**src/rtl/nes_pkg.sv**
```systemverilog
// Shared types and constants for the NES controller reader.
package nes_pkg;

   typedef enum logic [2:0] {
      IDLE,
      LATCH,
      LOW,
      PULSE,
      DONE
   } nes_state_t;

   localparam int unsigned NES_NUM_BITS = 8;

   localparam int unsigned BTN_A      = 0;
   localparam int unsigned BTN_B      = 1;
   localparam int unsigned BTN_SELECT = 2;
   localparam int unsigned BTN_START  = 3;
   localparam int unsigned BTN_UP     = 4;
   localparam int unsigned BTN_DOWN   = 5;
   localparam int unsigned BTN_LEFT   = 6;
   localparam int unsigned BTN_RIGHT  = 7;

endpackage

```
**src/rtl/nes_tick_gen.sv**
```systemverilog
// Reloadable down-counter; expire is high while the count sits at zero.
module nes_tick_gen
   import nes_pkg::*;
#(
   parameter int unsigned WIDTH = 3
) (
   input  logic             clk,
   input  logic             reset_n,
   input  logic             load,
   input  logic [WIDTH-1:0] load_val,
   output logic             expire
);

   logic [WIDTH-1:0] cnt;

   always_ff @(posedge clk or negedge reset_n) begin
      if (!reset_n) begin
         cnt <= '0;
      end else if (load) begin
         cnt <= load_val;
      end else if (cnt != '0) begin
         cnt <= cnt - WIDTH'(1);
      end
   end

   assign expire = (cnt == '0);

endmodule

```
**src/rtl/nes_reader.sv**
```systemverilog
// NES 4021 controller reader: latch/pulse sequencing once per frame, registered button vector.
// Optional NES_DEBOUNCE_EN: commit a frame only when it matches the previous capture.
module nes_reader
   import nes_pkg::*;
#(
   parameter int unsigned HALF_PERIOD  = 72,
   parameter int unsigned FRAME_CYCLES = 200000
) (
   input  logic                    clk,
   input  logic                    reset_n,
   input  logic                    nes_data,
   output logic                    nes_latch,
   output logic                    nes_pulse,
   output logic [NES_NUM_BITS-1:0] buttons_n,
   output logic                    frame_valid,
   output logic                    busy
);

   localparam int unsigned TW = $clog2(2 * HALF_PERIOD);
   localparam int unsigned FW = $clog2(FRAME_CYCLES);
   localparam int unsigned IW = $clog2(NES_NUM_BITS);

   localparam logic [TW-1:0] LATCH_LD   = TW'(2 * HALF_PERIOD - 1);
   localparam logic [TW-1:0] HALF_LD    = TW'(HALF_PERIOD - 1);
   localparam logic [FW-1:0] FRAME_LAST = FW'(FRAME_CYCLES - 1);
   localparam logic [IW-1:0] LAST_IDX   = IW'(NES_NUM_BITS - 1);

   nes_state_t              state, state_nx;
   logic                    sync1, sync2;
   logic [FW-1:0]           frame_cnt;
   logic                    frame_start;
   logic [IW-1:0]           idx;
   logic [NES_NUM_BITS-1:0] sreg;
   logic                    tick_load;
   logic [TW-1:0]           tick_val;
   logic                    tick_exp;
   logic                    commit;

   nes_tick_gen #(
      .WIDTH (TW)
   ) u_tick (
      .clk      (clk),
      .reset_n  (reset_n),
      .load     (tick_load),
      .load_val (tick_val),
      .expire   (tick_exp)
   );

   // Idle level of the pin is high (pull-up), so the synchronizer resets to 1.
   always_ff @(posedge clk or negedge reset_n) begin
      if (!reset_n) begin
         sync1 <= 1'b1;
         sync2 <= 1'b1;
      end else begin
         sync1 <= nes_data;
         sync2 <= sync1;
      end
   end

   always_ff @(posedge clk or negedge reset_n) begin
      if (!reset_n) begin
         frame_cnt <= '0;
      end else if (frame_cnt == FRAME_LAST) begin
         frame_cnt <= '0;
      end else begin
         frame_cnt <= frame_cnt + FW'(1);
      end
   end

   assign frame_start = (frame_cnt == FRAME_LAST);

   always_ff @(posedge clk or negedge reset_n) begin
      if (!reset_n) begin
         state <= IDLE;
      end else begin
         state <= state_nx;
      end
   end

   always_comb begin
      state_nx  = state;
      tick_load = 1'b0;
      tick_val  = HALF_LD;
      unique case (state)
         IDLE: begin
            if (frame_start) begin
               state_nx  = LATCH;
               tick_load = 1'b1;
               tick_val  = LATCH_LD;
            end
         end
         LATCH: begin
            if (tick_exp) begin
               state_nx  = LOW;
               tick_load = 1'b1;
            end
         end
         LOW: begin
            if (tick_exp) begin
               if (idx == LAST_IDX) begin
                  state_nx = DONE;
               end else begin
                  state_nx  = PULSE;
                  tick_load = 1'b1;
               end
            end
         end
         PULSE: begin
            if (tick_exp) begin
               state_nx  = LOW;
               tick_load = 1'b1;
            end
         end
         DONE:    state_nx = IDLE;
         default: state_nx = IDLE;
      endcase
   end

`ifdef NES_DEBOUNCE_EN
   logic [NES_NUM_BITS-1:0] prev;
   logic                    prev_ok;

   always_ff @(posedge clk or negedge reset_n) begin
      if (!reset_n) begin
         prev    <= '1;
         prev_ok <= 1'b0;
      end else if (state == DONE) begin
         prev    <= sreg;
         prev_ok <= 1'b1;
      end
   end

   assign commit = prev_ok && (sreg == prev);
`else
   assign commit = 1'b1;
`endif

   // Pin strobes decode the next state so they are flop outputs aligned with the state.
   always_ff @(posedge clk or negedge reset_n) begin
      if (!reset_n) begin
         idx         <= '0;
         sreg        <= '1;
         nes_latch   <= 1'b0;
         nes_pulse   <= 1'b0;
         busy        <= 1'b0;
         buttons_n   <= '1;
         frame_valid <= 1'b0;
      end else begin
         nes_latch   <= (state_nx == LATCH);
         nes_pulse   <= (state_nx == PULSE);
         busy        <= (state_nx != IDLE);
         frame_valid <= 1'b0;
         if (state == LATCH && tick_exp) idx <= '0;
         if (state == PULSE && tick_exp) idx <= idx + IW'(1);
         if (state == LOW && tick_exp) sreg[idx] <= sync2;
         if (state == DONE && commit) begin
            buttons_n   <= sreg;
            frame_valid <= 1'b1;
         end
      end
   end

endmodule

```
**config.mk**
```make
export PLATFORM = sky130hd
export DESIGN_NAME = nes_reader
export DESIGN_NICKNAME = d
export VERILOG_FILES = /design/src/rtl/nes_pkg.sv /design/src/rtl/nes_tick_gen.sv /design/src/rtl/nes_reader.sv
export SDC_FILE = /design/constraint.sdc
export NUM_CORES = 1
export LEC_CHECK = 0
export BUFFER_PORTS_ARGS = -buffer_cell sky130_fd_sc_hd__clkbuf_2
export CAP_MARGIN = 25
export CORE_ASPECT_RATIO = 1.2
export CORE_MARGIN = 8
export CORE_UTILIZATION = 50
export DETAILED_ROUTE_END_ITERATION = 6
export PLACE_DENSITY = 0.7
export SLEW_MARGIN = 5
export SYNTH_ARGS = -nofsm -noshare
export SYNTH_HDL_FRONTEND = slang
export SYNTH_HIERARCHICAL = 1
export SYNTH_SLANG_ARGS = --single-unit
```
**constraint.sdc**
```tcl
create_clock -name clk -period 2.5 [get_ports clk]
set_clock_uncertainty 0.05 [all_clocks]
set_input_delay 0 -clock clk [delete_from_list [all_inputs] [get_ports clk]]
set_output_delay 0 -clock clk [all_outputs]
set_load 0.005 [all_outputs]
```
==> parameters.txt, run 1 <==
Parameter                              Value

Finish
  Leading cell type in the layout, fill and taps excluded    dfrtp_1
  Top library cells by usage in the layout, fill and taps aside    dfrtp_1 (36), nor2_1 (20), nand2_1 (18), dfstp_2 (18), mux2_2 (16)
  Count of nets after finishing    276
  Final-layout fill cell count    413
  Post-synthesis to final-layout area growth    13.6%
  Layout cell share with drive strength beyond 1    0.300
  Antenna Diode Count    0
  Multi-input combinational cell area    0.00118 mm2
  Reg area    0.00137 mm2

Synthesis
  Number of synthesized register bits    54
  Yosys warning total    6
  Synth area leader    dfrtp_1
  Avg Synthesized Cell Area    10.9 um2
  Yosys top cell area share    0.348
  Ranking of synthesized cells by area    dfrtp_1 (35%), dfstp_2 (18%), mux2_2 (7.0%), nor2_1 (3.0%), nand2_1 (2.6%)
  Share of async-settable or async-resettable flops after synthesis    1.00
  Number of instances in the synthesized netlist    238
  Seq/Total Area, Yosys    0.531
  Post-synthesis cell type count    52
  Post-synthesis instance area    0.00258 mm2
  Number of enable flip-flop cells after synthesis    0
  Post-synth top flop    dfrtp_1

Drt
  Antenna viol nets, final    0
  Total Routed Length    4.70 mm
  Metal2 WL    2.31 mm
  Total number of vias    1792
  Initial DRT Pass Iterations    4
  Vias per inst    5.43
  Initial detailed-routing violation count    95
  Met3 wire len    178 um
  Length of routed wiring on met1    2.11 mm
  Remaining DRCs    0
  Mean routed wirelength per cell    14.2 um
  Top layer in use    met4

Pwr
  Worst IR Drop VDD    0.000474 V
  Power density over the cells    630 mW/mm2
  P_leak    0.00128 uW

STA
  Accumulated negative setup slack    0 ns
  Max Fclk    436 MHz
  Final setup violating endpoints    0
  Number of slew-limit violations in the final report    0
  Final critical-path share of the clock period    0.918
  RSZ-0062 raised after global routing    no
  Worst Hold Margin    0.131 ns
  Final critical delay including setup and external delays    2.30 ns
  Measured slew at the worst slew-check pin    0.572 ns
  Worst max-slew margin expressed relative to the limit    0.615
  Final Hold Fails    0

Setup path
  Startpoint of the worst register-to-register path    u_tick/cnt[0]
  Worst Reg2Reg Path Length in Cells    8
  Reg-to-reg slack, setup    0.20 ns
  Worst Setup Path Type    reg2reg
  Capture instance of the worst register-to-register path    sreg[4]
  Max FO, Critical Path    5
  Required time of the critical path    2.69 ns
  Type of origin of the critical path    register
  Arrival @ worst endpoint    2.49 ns
  Crit end category    register

CTS
  Number of clock buffers inserted by TritonCTS    5
  Maximum level of the CTS H-tree    2
  CTS clk-pin slew, worst paths    0.09 ns
  Latest clock arrival within the worst-skew pair    0.31 ns
  Clock sink count    54
  Clock Path Buffers    2
  CTS Root Buffer Type    clkbuf_8
  Clock tree from TritonCTS    built
  Number of buffers inserted to repair setup after CTS    0

Placed design
  Buffers added on ports    14
  Detailed-placement wirelength estimate    3.48 mm
  Final weighted congestion of routability-driven global placement    0.801

Floorplanning
  Die height    94.8 um
  Die outline width    81.6 um
  Initial cell density of the core    0.520
  Floorplan die area    0.00774 mm2
  Placement row count    28
  Core area    0.00497 mm2
  I/O pin count    15

GRT
  Maximum number of pins on one net before global-route repair    21
  Global-route wire length before repair    8.37 mm
  Number of antenna violations at the first check in global routing    0
  Vias in the first global route    1813
  Aggregate global routing overflow    0
  Overall global routing resource usage    0.137

Run
  Max capacitance violation total    0

Status
  Outcome    complete, no violations

Worst hold path
  Hold WC Path Type    in2async
-- critical path, stage by stage, from the launching register on --
cell      delay [ns]
dfrtp_1         0.42
inv_1           0.09
ha_1            0.16
or3b_4          0.41
nor2_4          0.12
nor4bb_4        0.23
nand2b_1        0.15
nor3b_1         0.24
mux2_2          0.36
-- worst max-delay path by stage --
stage	startpoint	to	depth (start not counted)
floorplan	u_tick/cnt[0]	sreg[4]	9
global placement	u_tick/cnt[0]	sreg[4]	8
detailed placement	u_tick/cnt[0]	sreg[4]	8
CTS	u_tick/cnt[0]	sreg[4]	8
global route	u_tick/cnt[0]	sreg[4]	8
finish	u_tick/cnt[0]	sreg[4]	8
-- timing repair --
action	4_1_cts	5_1_grt
hold buffers	2	0
endpoints found under the setup margin	0	9
hold endpoints to repair	19	0
gates resized for setup	0	3
-- stage by stage --
| stage | instances | power (uW) | worst slack [ns] | utilization | instance area (um2) |
|---|---|---|---|---|---|
| after floorplan | 241 | 1250 | 0.00709 | - | 2610 |
| after global placement | 320 | 1370 | 0.124 | 0.566 | 2820 |
| after detailed placement | 320 | 1380 | 0.0500 | 0.566 | 2820 |
| after CTS | 330 | 1860 | 0.0353 | 0.588 | 2920 |
| after global routing | 330 | 1970 | 0.0269 | 0.591 | 2940 |
| final | 330 | 1850 | 0.205 | 0.591 | 2940 |
-- power breakdown --
part	internal, uW	total [uW]	leakage, uW	switching (uW)
clock	198	473	0.0000374	275
combinational	176	364	0.000585	188
sequential	942	1010	0.000662	71.9
total	1320	1850	0.00128	535
-- registers in the layout, summed over array words and instances, names as in the netlist --
| register | count |
|---|---|
| u_tick/cnt | 8 |
| frame_valid | 1 |
| buttons_n | 8 |
| state | 3 |
| sync1 | 1 |
| nes_pulse | 1 |
| busy | 1 |
| idx | 3 |
| frame_cnt | 18 |
| sreg | 8 |
| sync2 | 1 |
| nes_latch | 1 |
-- cells in the mapped netlist, drive strengths merged (2+ instances only) --
cell    count
dfrtp      36
nor2       21
dfstp      18
nand2      18
mux2       16
nand3      10
a21oi       7
nor3        7
o21ai       7
xnor2       7
inv         6
nand2b      6
xor2        6
and2        5
o31ai       5
buf         4
clkbuf      4
ha          4
nand4       4
or2         4
nand3b      3
nor3b       3
nor4        3
or3         3
or4         3
a21o        2
a31oi       2
and4        2
conb        2
o31a        2
o41ai       2
or3b        2
or4b        2
-- final cells by class --
class	count	share of cell area
Inverter	6	0.00767
Timing Repair Buffer	30	0.0664
Sequential cell	54	0.468
Tap cell	60	0.0256
Clock inverter	2	0.00511
Multi-Input combinational cell	172	0.403
Clock buffer	6	0.0247
-- kinds of logic after synthesis --
family                     synth area share
DFF                                   0.531
AOI/OAI and AO/OA                    0.0891
xor gates and xnor gates             0.0440
other                               0.00291
muxes                                0.0697
and+or+nand+nor                       0.217
adders and majority gates            0.0194
buffers and inverters                0.0261
-- layer usage --
layer | vias up | GRT usage
met3 | 9 | 0.0380
met2 | 24 | 0.227
met5 | - | 0
met1 | 858 | 0.163
li1 | 901 | -
met4 | 0 | 0.0572
Note: power is estimated with default switching activity, not from simulation.
==> inputs of run 2 (changes only) <==
SETUP_SLACK_MARGIN = 0.4   (was unset)
==> run 2 against run 1 <==
  * Sequential power hardly changed
  * Count of clock-buffer cells in the layout rose by 1
  * Clock power increased by 20%
  * Non-clock buffer count grew 15
  * Maximum frequency is 1.3% higher
==> parameters.txt, run 2 (synthesis results as in run 1) <==
Parameter                              Value

CTS
  CTS clk-pin slew, worst paths    0.10 ns (about the same)
  CTS Root Buffer Type    clkbuf_8
  Number of clock buffers inserted by TritonCTS    5 (unchanged)
  Clock tree from TritonCTS    built
  Clock Path Buffers    2 (unchanged)
  Latest clock arrival within the worst-skew pair    0.30 ns (about the same)
  Maximum level of the CTS H-tree    2 (unchanged)
  Clock sink count    54 (unchanged)

Floorplanning
  Placement row count    28 (unchanged)
  I/O pin count    15 (unchanged)
  Die outline width    81.6 um (unchanged)
  Core area    0.00497 mm2 (unchanged)
  Initial cell density of the core    0.520 (unchanged)
  Die height    94.8 um (unchanged)
  Floorplan die area    0.00774 mm2 (unchanged)

Pwr
  P_leak    0.00142 uW (+10%)
  Power density over the cells    648 mW/mm2 (+2.8%)
  Worst IR Drop VDD    0.000516 V (+8.9%)

Finish
  Post-synthesis to final-layout area growth    24.8%
  Leading cell type in the layout, fill and taps excluded    dfrtp_1
  Top library cells by usage in the layout, fill and taps aside    dfrtp_1 (32), buf_4 (25), dfstp_2 (18), nor2_1 (17)
  Largest reg by FF count    frame_cnt
  Count of nets after finishing    291 (+5.4%)
  Antenna Diode Count    0 (unchanged)
  Design Area, Final    0.00323 mm2 (+9.8%)
  Layout cell share with drive strength beyond 1    0.435 (+0.135)
  Number of flip-flops in the largest register    18 (unchanged)

STA
  Worst max-slew margin expressed relative to the limit    0.574 (-0.0412)
  Number of slew-limit violations in the final report    0 (unchanged)
  Measured slew at the worst slew-check pin    0.633 ns (+0.0612 ns)
  RSZ-0062 raised after global routing    yes
  Max Fclk    441 MHz (+1.3%)
  Final setup violating endpoints    0 (unchanged)
  Final Hold Fails    0 (unchanged)
  Post-layout worst setup margin    0.234 ns (+0.0287 ns)
  Final critical delay including setup and external delays    2.27 ns (-0.0287 ns)
  Accumulated negative setup slack    0 ns (unchanged)
  Final critical-path share of the clock period    0.907 (-0.0115)

GRT
  Global-route wire length before repair    8.76 mm (+4.6%)
  Maximum number of pins on one net before global-route repair    40 (+90%)
  Vias in the first global route    1882 (+3.8%)
  Aggregate global routing overflow    0 (unchanged)
  Number of antenna violations at the first check in global routing    0 (unchanged)
  Overall global routing resource usage    0.142 (+0.00461)

Setup path
  Required time of the critical path    2.69 ns (about the same)
  Crit. Startpoint    u_tick/cnt[4]
  Capture instance of the worst register-to-register path    sreg[5]
  Worst Reg2Reg Path Length in Cells    7 (-1)
  Worst Setup Path Type    reg2reg
  Cells along the critical path    or4_4, nor2_4, nor4bb_4, buf_4, and2_4, nand3b_1, mux2_2
  Slowest library cell on the worst path    or4_4
  WP buf/inv    1 (unchanged)
  Max FO, Critical Path    4 (-1)
  Arrival @ worst endpoint    2.46 ns (-0.03 ns)
  Reg-to-reg slack, setup    0.23 ns (+0.03 ns)
  Cell type group with the largest total delay on the critical path    simple AND/OR/NAND/NOR gates
  Startpoint of the worst register-to-register path    u_tick/cnt[4]
  Type of origin of the critical path    register
  Critical path's largest stage delay    0.56 ns (+0.14 ns)
  Crit end category    register

Placed design
  Placed cell area    0.00280 mm2 (-0.71%)
  Detailed-placement wirelength estimate    3.32 mm (-4.5%)
  Buffers added on ports    14 (unchanged)
  Final weighted congestion of routability-driven global placement    0.825 (+3.0%)
  Post-placement worst setup slack    0.120 ns (+0.0696 ns)

Drt
  Initial DRT Pass Iterations    5 (+1)
  Initial detailed-routing violation count    78 (-18%)
  Vias per inst    5.43 (about the same)
  Total number of vias    1874 (+4.6%)
  Mean routed wirelength per cell    14.8 um (+3.8%)
  Antenna viol nets, final    0 (unchanged)
  Total Routed Length    5.10 mm (+8.5%)
  Remaining DRCs    0 (unchanged)

Worst hold path
  Hold WC Path Type    in2async

Status
  Outcome    complete, no violations

Run
  Max capacitance violation total    0 (unchanged)
run 2: what timing repair did:
action                     4_1_cts  5_1_grt
resized for setup               14       25
hold endpoints to repair        37        0
pin swaps                        8       13
hold buffers                     2        0
setup endpoints to repair       17       19
buffers inserted                12        7
cloned                           0        1
run 2: per-stage QoR:
stage                     hold slack, ns   util  instances  total power, uW
after floorplan                   -0.346      -        241             1260
after global placement            0.0384  0.562        314             1340
after detailed placement          0.0421  0.562        314             1360
after CTS                          0.263  0.617        336             2040
after global routing              0.0213  0.648        345             2190
final                             0.0123  0.648        345             2090
run 2: area by class of cell:
type                       instances  area, um2
clock buffer                       7        108
fill                             385       1750
inverter                           6       22.5
clock inverter                     1       8.76
tap                               60       75.1
multi-input combinational        172       1300
timing repair buffer              45        332
sequential                        54       1380
run 2: worst max path at each step:
| stage | cells past startpoint | to | slack (ns) |
|---|---|---|---|
| after global routing | 9 | sreg[5] | 0.15 |
| final | 7 | sreg[5] | 0.23 |
| after CTS | 8 | sreg[2] | 0.29 |
| after detailed placement | 6 | sreg[2] | 0.12 |
| after global placement | 6 | sreg[2] | 0.19 |
| after floorplan | 9 | sreg[2] | 0.18 |
run 2: per-layer routing:
metal,up-vias,global-route usage,wire length [um]
li1,935,-,-
met1,904,0.178,2300
met2,26,0.234,2550
met3,9,0.0342,168
met4,0,0.0469,78
met5,-,0,0
run 2: report_power, final:
group	internal [uW]	total, uW	switching [uW]
logic	263	510	247
clock network	289	566	277
registers	945	1010	67.4
total	1500	2090	592
==> inputs of run 3 (changes only) <==
ABC_AREA = 1   (was unset)
==> run 3 against run 2 <==
  * Routed wire length shrank 4.9%
  * Count of clock-buffer cells in the layout is the same
  * Cell count grew 26%
  * Synthesized cell count grew 43%
  * Die area grew 6.7%
  * Worst setup slack gained 0.27 ns
  * Via count grew 13%
  * Largest power group unchanged
  * First-iteration DRC count grew 54%
  * Total power shrank 35%
  * Non-clock buffer count shrank 22
  * Clock power shrank 18%
==> parameters.txt, run 3 <==
Parameter                              Value

Pwr
  Power density over the cells    438 mW/mm2 (-32%)
  P_leak    0.00151 uW (+6.8%)
  Worst IR Drop VDD    0.000293 V (-43%)
  Overall Power    1360 uW (-35%)

GRT
  Global-route met1 utilization    0.145 (-0.0330)
  Aggregate global routing overflow    0 (unchanged)
  GRT busiest layer    met2
  Global-route wire length before repair    8.67 mm (-1.0%)
  Number of antenna violations at the first check in global routing    0 (unchanged)
  Global-route met3 utilization    0.0250 (-0.00924)
  Met2 GRT Util    0.215 (-0.0184)
  Overall global routing resource usage    0.124 (-0.0180)
  Vias in the first global route    2028 (+7.8%)
  Maximum number of pins on one net before global-route repair    55 (+38%)

STA
  Final critical-path share of the clock period    0.800 (-0.106)
  Final critical delay including setup and external delays    2.00 ns (-0.266 ns)
  Max Fclk    500 MHz (+13%)
  Final Hold Fails    0 (unchanged)
  Accumulated negative setup slack    0 ns (unchanged)
  Final setup violating endpoints    0 (unchanged)
  Measured slew at the worst slew-check pin    0.642 ns (+0.00880 ns)
  Worst max-slew margin expressed relative to the limit    0.572 (-0.00197)
  RSZ-0062 raised after global routing    no
  Number of slew-limit violations in the final report    0 (unchanged)

Finish
  Layout cell share with drive strength beyond 1    0.226 (-0.209)
  Count of nets after finishing    377 (+30%)
  Number of flip-flops in the largest register    18 (unchanged)
  Number of cells in the finished layout apart from fillers    435 (+26%)
  Multi-input combinational cell area    0.00126 mm2 (-2.9%)
  Top library cells by usage in the layout, fill and taps aside    nand2_1 (81), nor2_1 (50), inv_1 (39), dfrtp_1 (36), nand3_1 (19)
  Leading cell type in the layout, fill and taps excluded    nand2_1
  Reg area    0.00137 mm2 (-0.36%)
  Largest reg by FF count    frame_cnt
  Antenna Diode Count    0 (unchanged)
  Final-layout fill cell count    494 (+28%)
  Post-synthesis to final-layout area growth    11.4%

CTS
  Clock tree from TritonCTS    built
  Latest clock arrival within the worst-skew pair    0.30 ns (about the same)
  CTS clk-pin slew, worst paths    0.09 ns (about the same)
  Clock Path Buffers    2 (unchanged)
  Number of clock buffers inserted by TritonCTS    5 (unchanged)
  CTS Root Buffer Type    clkbuf_8
  Maximum level of the CTS H-tree    2 (unchanged)
  Clock sink count    54 (unchanged)

Placed design
  Detailed-placement wirelength estimate    3.63 mm (+9.2%)
  Cell Count Post-Placement    421 (+34%)
  Buffers added on ports    14 (unchanged)
  Final weighted congestion of routability-driven global placement    0.892 (+8.1%)

Drt
  Initial detailed-routing violation count    120 (+54%)
  Total number of vias    2117 (+13%)
  Mean routed wirelength per cell    11.1 um (-25%)
  Remaining DRCs    0 (unchanged)
  Initial DRT Pass Iterations    4 (-1)
  Antenna viol nets, final    0 (unchanged)
  Total Routed Length    4.84 mm (-4.9%)
  Vias per inst    4.87 (-10%)

Synthesis
  Synth area leader    dfrtp_1
  Share of async-settable or async-resettable flops after synthesis    1.00 (unchanged)
  Yosys warning total    6 (unchanged)
  Number of synthesized register bits    54 (unchanged)
  Seq/Total Area, Yosys    0.491 (-0.0404)
  Ranking of synthesized cells by area    dfrtp_1 (32%), dfstp_2 (17%), nand2_1 (11%), nor2_1 (6.7%), inv_1 (5.5%)
  Number of enable flip-flop cells after synthesis    0 (unchanged)
  Most numerous cell types in the synthesized netlist    nand2_1 (81), nor2_1 (50), inv_1 (41)
  Post-synthesis cell type count    33 (-37%)
  Yosys top cell area share    0.322 (-0.0265)
  Number of instances in the synthesized netlist    340 (+43%)
  Most frequent cell after synthesis    nand2_1
  Post-synthesis instance area    0.00280 mm2 (+8.2%)
  Post-synth top flop    dfrtp_1
  Avg Synthesized Cell Area    8.23 um2 (-24%)

Floorplanning
  Core area    0.00552 mm2 (+11%)
  Die height    97.9 um (+3.4%)
  I/O pin count    15 (unchanged)
  Floorplan die area    0.00825 mm2 (+6.7%)
  Placement row count    30 (+7.1%)
  Initial cell density of the core    0.507 (-0.0126)
  Die outline width    84.3 um (+3.2%)

Setup path
  Crit end category    register
  Reg-to-reg slack, setup    0.50 ns (+0.27 ns)
  Type of origin of the critical path    register
  Worst Setup Path Type    reg2reg
  Max FO, Critical Path    7 (+3)
  Arrival @ worst endpoint    2.15 ns (-0.31 ns)
  Required time of the critical path    2.65 ns (-0.04 ns)

Worst hold path
  Hold WC Path Type    in2reg

Run
  Max capacitance violation total    0 (unchanged)

Status
  Outcome    complete, no violations
## run 3: cell count changes in the layout (fill, tap and decap cells not counted), moves of 5 or more
| cell | delta |
|---|---|
| nor2_1 | +33 |
| nor2_2 | +7 |
| nand2_1 | +67 |
| o21ai_0 | +9 |
| inv_1 | +36 |
| o21ai_1 | +6 |
| nand2b_1 | -5 |
| mux2_2 | -12 |
| nand3_1 | +10 |
| buf_4 | -18 |
## run 3: kinds of logic after synthesis
logic type | after synthesis | synth area share
AO/OA/AOI/OAI | 32 | 0.0644
AND/OR/NAND/NOR | 186 | 0.316
flip-flops | 54 | 0.491
other | 2 | 0.00268
adder cells (fa/ha/maj) | 4 | 0.0179
buffers and inverters | 49 | 0.0675
XOR/XNOR | 13 | 0.0407
## run 3: worst max-delay path, stage by stage, from the launching register on
cell	delay [ns]
dfrtp_1	0.39
inv_1	0.12
ha_4	0.18
nand2_2	0.08
nor2_4	0.11
buf_4	0.16
nand2_1	0.08
o211ai_1	0.29
buf_4	0.18
o21ai_0	0.09
nand2_1	0.10
o21ai_2	0.05
## run 3: layout make-up
class / instances / share of cell area
multi-input combinational: 240 / 0.406
timing repair buffer: 23 / 0.0458
sequential: 54 / 0.441
inverter: 46 / 0.0554
clock inverter: 1 / 0.00201
tap: 64 / 0.0257
clock buffer: 7 / 0.0245
## run 3: path summary, 6_finish.rpt
kind	depth (start not counted)	start	endpoint
min reg2reg	0	sync1	sync2
min in group asynchronous	3	reset_n	nes_pulse
max reg2reg	11	u_tick/cnt[1]	u_tick/cnt[1]
max	11	u_tick/cnt[1]	u_tick/cnt[1]
min	2	nes_data	sync1
max in group asynchronous	3	reset_n	u_tick/cnt[4]
## run 3: per-layer routing
layer / vias to the layer above / wire length [um]
li1: 1114 / -
met1: 979 / 2190
met2: 18 / 2480
met3: 6 / 109
met4: 0 / 68
met5: - / 0
## run 3: timing repair
action | CTS | global route
setup buffers | 1 | 3
endpoints found under the hold margin | 37 | 0
hold buffers | 2 | 0
pin swaps | 1 | 2
resized for setup | 1 | 4
endpoints found under the setup margin | 8 | 8
## run 3: power breakdown
part / internal (uW) / switching (uW) / total (uW)
clock: 199 / 265 / 464
sequential: 877 / 2.00 / 879
combinational: 4.13 / 17.0 / 21.1
## run 3: stage by stage
step | setup slack (ns) | cell area (um2) | hold WS (ns) | util
4_1_cts | 0.408 | 3080 | 0.260 | 0.558
6_report | 0.500 | 3120 | 0.271 | 0.565
3_3_place_gp | 0.394 | 2970 | 0.0400 | 0.537
2_1_floorplan | 0.426 | 2810 | -0.346 | -
5_1_grt | 0.394 | 3120 | 0.257 | 0.565
3_5_place_dp | 0.310 | 2970 | 0.0417 | 0.537
